$ cat src/rtl/ex_mem.sv
// ex_mem: EX -> MEM pipeline register of the five-stage MIPS core.
// Captures the EX stage's GPR write request (wd/wreg/wdata) and HI/LO write
// request (hi/lo/whilo) and presents them to MEM. Also holds the
// multiply-accumulate scratch state (hilo/cnt) that is fed back to EX so a
// two-cycle MADD/MSUB survives its own stall.
//
// Ports:
//   clk, rst              rising-edge clock, synchronous active-high reset
//   flush                 clears the whole stage (exception/eret)
//   stall[5:0]            global stall vector (bit3 EX, bit4 MEM)
//   ex_wd/wreg/wdata      GPR write request from EX
//   ex_hi/lo/whilo        HI/LO write request from EX
//   hilo_i, cnt_i         MADD/MSUB partial result and counter from EX
//   mem_*                 registered EX request presented to MEM
//   hilo_o, cnt_o         registered partial result / counter back to EX
module ex_mem (
    input  logic        clk,
    input  logic        rst,
    input  logic        flush,
    input  logic [5:0]  stall,
    input  logic [4:0]  ex_wd,
    input  logic        ex_wreg,
    input  logic [31:0] ex_wdata,
    input  logic [31:0] ex_hi,
    input  logic [31:0] ex_lo,
    input  logic        ex_whilo,
    input  logic [63:0] hilo_i,
    input  logic [1:0]  cnt_i,
    output logic [4:0]  mem_wd,
    output logic        mem_wreg,
    output logic [31:0] mem_wdata,
    output logic [31:0] mem_hi,
    output logic [31:0] mem_lo,
    output logic        mem_whilo,
    output logic [63:0] hilo_o,
    output logic [1:0]  cnt_o
);

    logic bubble;
    logic pass;

    // EX stalled while MEM runs: inject a NOP into MEM and keep the partial.
    assign bubble = stall[3] & ~stall[4];
    assign pass   = ~stall[3];

    always_ff @(posedge clk) begin
        if (rst || flush) begin
            mem_wd    <= 5'd0;
            mem_wreg  <= 1'b0;
            mem_wdata <= 32'd0;
            mem_hi    <= 32'd0;
            mem_lo    <= 32'd0;
            mem_whilo <= 1'b0;
            hilo_o    <= 64'd0;
            cnt_o     <= 2'd0;
        end else if (bubble) begin
            mem_wd    <= 5'd0;
            mem_wreg  <= 1'b0;
            mem_wdata <= 32'd0;
            mem_hi    <= 32'd0;
            mem_lo    <= 32'd0;
            mem_whilo <= 1'b0;
            hilo_o    <= hilo_i;
            cnt_o     <= cnt_i;
        end else if (pass) begin
            mem_wd    <= ex_wd;
            mem_wreg  <= ex_wreg;
            mem_wdata <= ex_wdata;
            mem_hi    <= ex_hi;
            mem_lo    <= ex_lo;
            mem_whilo <= ex_whilo;
            // Next multi-cycle op starts from cnt=0.
            hilo_o    <= 64'd0;
            cnt_o     <= 2'd0;
        end
        // Otherwise hold: EX and MEM both stalled.
    end

endmodule
$ cat config.mk
export PLATFORM = sky130hd
export DESIGN_NAME = ex_mem
export DESIGN_NICKNAME = d
export VERILOG_FILES = /design/src/rtl/ex_mem.sv
export SDC_FILE = /design/constraint.sdc
export NUM_CORES = 1
export LEC_CHECK = 0
export ABC_AREA = 1
export ABC_CLOCK_PERIOD_IN_PS = 800
export CORE_ASPECT_RATIO = 0.6
export CORE_MARGIN = 2
export CORE_UTILIZATION = 34
export CTS_CLUSTER_DIAMETER = 60
export DETAILED_ROUTE_END_ITERATION = 10
export GPL_ROUTABILITY_DRIVEN = 1
export GPL_TIMING_DRIVEN = 0
export PLACE_DENSITY = 0.86
export SYNTH_ARGS = -nofsm -noshare
export SYNTH_HDL_FRONTEND = slang
export SYNTH_SLANG_ARGS = --single-unit
$ cat constraint.sdc
create_clock -name clk -period 0.8 [get_ports clk]
set_input_delay 0.08 -clock clk [delete_from_list [all_inputs] [get_ports clk]]
set_output_delay 0.08 -clock clk [all_outputs]
set_load 0.01 [all_outputs]
==> results.toml, run 1 <==
[drt]
ant_nets = 0
finalWirelength_um = 23900
num_vias = 6959
drc_errors = 0
first_pass_iters = 6
routed_via_density = 4.98
drt_iter0_drc = 578
wl_per_cell_um = 17.1

[die]
ios = 347
die_w_um = 176
core_area_sq_mm = 0.0173
die_y_um = 107
rows = 37
start_util_pct = 34.9
die-area_sq_mm = 0.0188

[yosys]
synth-seq-cells = 169
synth_xor_xnor_area_share_pct = 0
muxShareOfSynthArea_pct = 0
syn_inst = 751
synth_area_sq_mm = 0.00603
synth-compound-area-share_pct = 14.0
ys_warn_count = 0
synth_top_cell_area_share_pct = 56.1
synthAdderAreaFrac_pct = 0
ys_types = 11
synthTopCellsByArea = "dfxtp_1 56%, a21oi_1 14%, nand2_1 13%"
synth_top_family_by_area = "simple AND/OR/NAND/NOR gates"
yosysSeqAreaShare_pct = 56.1
syn_nets = 929
synth_top_cell_by_area = "dfxtp_1"
syn_area_per_cell_sq_um = 8.03
synth-simple-area-share_pct = 24.0

[power]
power.density_mw_per_mm2 = 1770
ir_drop_uv = 1190
pwr-share-comb_pct = 13.5
internal-power_w = 0.0151
p_sw_share_pct = 24.9
p_clk_share_pct = 42.8
pwr-share-seq_pct = 43.7
power.leakage_nw = 4.55
switchingPower_w = 0.00501

[global_route]
overflow = 0
grt_max_degree = 17
grt_usage_pct = 23.7
grt_pass1_wl_um = 35100
grt_pass1_vias = 6655
antenna_found_initial = 0

[clock_tree]
clock-sinks = 169
hold_buffers = 0
clock-root-buffer = "clkbuf_16"
cts_buffers = 17
cts_tree = "built"
clk_path_buf_depth = 2
clkTransAtPathRegs_ns = 0.08
h-tree-depth = 4
clock_latency_ns = 0.40

[finish]
layout_commonest_cell = "nand2_1"
drive_gt1_share_pct = 42.4
nNetsFinal = 1329
area_growth_pct = 88.4
antenna_cells = 0
mostFrequentLayoutCells = "204 x nand2_1, 181 x buf_6, 169 x dfxtp_2, 169 x clkdlybuf4s50_1, 155 x a21oi_1"

[sta]
clock_skew_ns = 0
slew_headroom_pct = 69.3
timing.hold.ws_ns = 0.211
fin_crit_ns = 0.968
setup_tns_ns = -21.87
hold_viol = 0
final_max_slew_viol_count = 0
layout_setup_ws_ns = -0.168
finalCritPeriodShare_pct = 121
worstMarginPinSlew_ns = 0.461
setup_viol = 170
fmax_mhz = 1030
rsz0062_at_grt = "yes"

[min_path]
hp-class = "in -> reg"

[setup_path]
critPathMaxFanout = 2
worstSetupPathType = "reg -> out"
path_delay_family = "flip-flops"
cp-start-kind = "flip-flop"
critPathArrivalTime_ns = 0.89
crit_slowest_cell = "dfxtp_2"
cpPeakStageDelay_ns = 0.37
crit_required_ns = 0.72
crit_chain = "buf_6"
crit_buf_inv = 1
worstSetupEndpointType = "output pin"

[run_status]
violations = "setup timing"
status = "complete, but fails checks"

[placed_design]
dpl.hpwl_um = 17000
port_buffers = 342
place.gp.congestion = 0.822

[run]
maxCapViolations = 0
==> cells by family after synthesis <==
| kind of cell | Yosys count |
|---|---|
| AND/OR/NAND/NOR | 341 |
| flip-flops | 169 |
| buffers and inverters | 72 |
| AO/OA/AOI/OAI | 169 |
==> cell usage after synthesis, drive strengths merged <==
cell type  count
a21oi        169
buf           55
clkbuf        14
dfxtp        169
inv            3
nand2        208
nand3        132
nor2           1
==> stage by stage <==
step / util, % / total power, W / std cells / worst slack (ns) / area (sq um)
finish: 65.8 / 0.0201 / 1398 / -0.168 / 11400
detailed placement: 56.5 / 0.0113 / 1327 / -0.895 / 9750
global placement: 56.5 / 0.0113 / 1327 / -0.908 / 9750
CTS: 64.2 / 0.0201 / 1375 / -0.182 / 11100
global route: 65.8 / 0.0209 / 1398 / -0.207 / 11400
floorplan: - / 0.00976 / 751 / 0.0278 / 6030
==> final cells by class <==
| cell class | count | area (sq um) |
|---|---|---|
| Clock inverter | 12 | 155 |
| Fill cell | 1389 | 5910 |
| Clock buffer | 20 | 457 |
| Inverter | 3 | 11.3 |
| Tap cell | 234 | 293 |
| Multi-Input combinational cell | 510 | 2380 |
| Sequential cell | 169 | 3590 |
| Buffer | 69 | 523 |
| Timing Repair Buffer | 381 | 3950 |
==> flip-flops by register name (all words and copies together) (netlist names) <==
| name | count |
|---|---|
| mem_whilo | 1 |
| hilo_o | 64 |
| mem_wd | 5 |
| mem_hi | 32 |
| mem_lo | 32 |
| cnt_o | 2 |
| mem_wdata | 32 |
| mem_wreg | 1 |
==> routing by layer <==
| layer | track usage, % | vias to the layer above | wire [um] |
|---|---|---|---|
| li1 | - | 3315 | - |
| met1 | 28.8 | 3317 | 9620 |
| met2 | 40.9 | 309 | 11900 |
| met3 | 8.26 | 18 | 2190 |
| met4 | 4.43 | 0 | 214 |
| met5 | 0 | - | 0 |
==> final timing paths <==
path / cells past startpoint / start / slack, ns / to
worst max-delay path: 1 / hilo_o[10] / -0.17 / hilo_o[10]
worst max register to register: 4 / mem_lo[31] / -0.01 / mem_lo[31]
worst min register to register: 2 / mem_wdata[27] / 0.47 / mem_wdata[27]
worst min-delay path: 3 / ex_lo[16] / 0.21 / mem_lo[16]
==> tightest hold or removal path, stage by stage <==
cell             delay, ns
clkdlybuf4s50_1       0.39
nand2_1               0.06
a21oi_1               0.05
==> power by group through the flow <==
stage	combinational, W	clock, W	sequential [W]
global route	0.00289	0.00919	0.00880
detailed placement	0.00241	0	0.00890
floorplan	0.000770	0	0.00899
CTS	0.00261	0.00874	0.00878
finish	0.00271	0.00861	0.00879
global placement	0.00238	0	0.00890
==> repair_timing <==
action / CTS / global route
cloned: 2 / 0
resized for setup: 1092 / 36
endpoints found under the setup margin: 338 / 326
pin swaps: 2 / 6
endpoints found under the hold margin: 0 / 0
setup buffers: 14 / 26
(Power assumes the default switching activity.)
==> inputs of run 2 (changes only) <==
--- a/config.mk
+++ b/config.mk
@@ -12,7 +12,7 @@
 export CORE_UTILIZATION = 34
 export CTS_CLUSTER_DIAMETER = 60
 export DETAILED_ROUTE_END_ITERATION = 10
-export GPL_ROUTABILITY_DRIVEN = 1
+export GPL_ROUTABILITY_DRIVEN = 0
 export GPL_TIMING_DRIVEN = 0
 export PLACE_DENSITY = 0.86
 export SYNTH_ARGS = -nofsm -noshare
==> results of run 2 <==
Same layout as run 1: the final DEF is identical, and so are final timing and power.
==> edit (settings of run 1) <==
Put one more register stage on the output `cnt_o`. The value now appears one clock later. The other outputs are not delayed to match. Comments in the files are not updated.
--- a/src/rtl/ex_mem.sv
+++ b/src/rtl/ex_mem.sv
@@ -37,4 +37,6 @@
 );
 
+    logic [1:0] cnt_s0;
+
     logic bubble;
     logic pass;
@@ -53,5 +55,5 @@
             mem_whilo <= 1'b0;
             hilo_o    <= 64'd0;
-            cnt_o     <= 2'd0;
+            cnt_s0    <= 2'd0;
         end else if (bubble) begin
             mem_wd    <= 5'd0;
@@ -62,5 +64,5 @@
             mem_whilo <= 1'b0;
             hilo_o    <= hilo_i;
-            cnt_o     <= cnt_i;
+            cnt_s0    <= cnt_i;
         end else if (pass) begin
             mem_wd    <= ex_wd;
@@ -72,8 +74,12 @@
             // Next multi-cycle op starts from cnt=0.
             hilo_o    <= 64'd0;
-            cnt_o     <= 2'd0;
+            cnt_s0    <= 2'd0;
         end
         // Otherwise hold: EX and MEM both stalled.
     end
 
+    always_ff @(posedge clk) begin
+        cnt_o <= cnt_s0;
+    end
+
 endmodule
Function: changed (Yosys sat finds a counterexample within 4 cycles, from zero or initial values).
==> edit against run 1 <==
The run still ends with negative setup slack left. Worst setup slack better by 0.0062 ns. Non-clock buffer count down 8. Synthesized area up 0.62%. Power up 0.99%. Sequential cell count up 2. Largest power group unchanged. Combinational power about the same. Design area up 0.26%. Count of clock-buffer cells in the layout down 3. Clock skew up 0.0015 ns. Wire length up 0.37%. Register-to-register slack worse by 0.03 ns. Critical endpoint is now hilo_o[21]. Via count about the same. Critical path depth unchanged.
==> edit: results <==
[timing]
fin_hold_ws_ns = 0.1731
worst_pin_slew_ns = 0.5789
fin_tns_setup_ns = -22.84
setup_viol = 170
fin_skew_ns = 0.001515
setup_slack_ns = -0.1616

[power_and_ir_drop]
ir_drop_mv = 1.119
p_leak_nw = 4.537
seq_power_share = 0.438
power_mw = 20.31
clockPowerShare = 0.429
p_sw_frac = 0.2566

[place]
gp_congestion = 0.8625
place_ws_ns = -0.9226
dpl_cell_area_sq_um = 9787
hpwl_um = 16830

[worst_setup_path]
r2r_start = hilo_o[41]
r2r_cells = 3

[min_path]
holdPathStages = 4
worstHoldStart = stall[4]

[global_routing]
grt_use_met3 = 0.07451
grt_pass1_vias = 6528
grt_util_met2 = 0.4045
track_usage = 0.2325
grt_max_degree = 19

[finish]
drive_above_1_share = 0.4283
fillCellCount = 1352

[route]
dr.pass1.iters = 5
drt_iter0_markers = 599
route.met3.wl_um = 2054

[status]
outcome = finished with violations
violations = negative setup slack

[yosys]
synth_top_cell_area_share = 0.5644
yosysSeqAreaShare = 0.5644
[edit: cell families after synthesis]
kind of cell,Yosys count,synth area share
AND/OR/NAND/NOR,341,0.2382
flip-flops,171,0.5644
AO/OA/AOI/OAI,169,0.1394
buffers and inverters,72,0.05796
[edit: what timing repair did]
item,4_1_cts,5_1_grt
buffers inserted,12,19
gates resized for setup,1073,73
cloned,2,0
hold buffers,0,0
setup endpoints to repair,338,303
pin swaps,2,7
[edit: area by class of cell]
type | instances | area (sq um) | share of cell area
sequential | 171 | 3633 | 0.3191
clock inverter | 15 | 200.2 | 0.01758
multi-input combinational | 510 | 2406 | 0.2113
timing repair buffer | 373 | 3896 | 0.3421
tap | 234 | 292.8 | 0.02571
buffer | 69 | 520.5 | 0.04570
clock buffer | 17 | 425.4 | 0.03735
inverter | 3 | 13.76 | 0.001209
[edit: worst paths after layout]
check | to | slack, ns
max | hilo_o[21] | -0.16
min reg2reg | cnt_o[1] | 0.35
max reg2reg | hilo_o[41] | -0.04
min | hilo_o[63] | 0.17
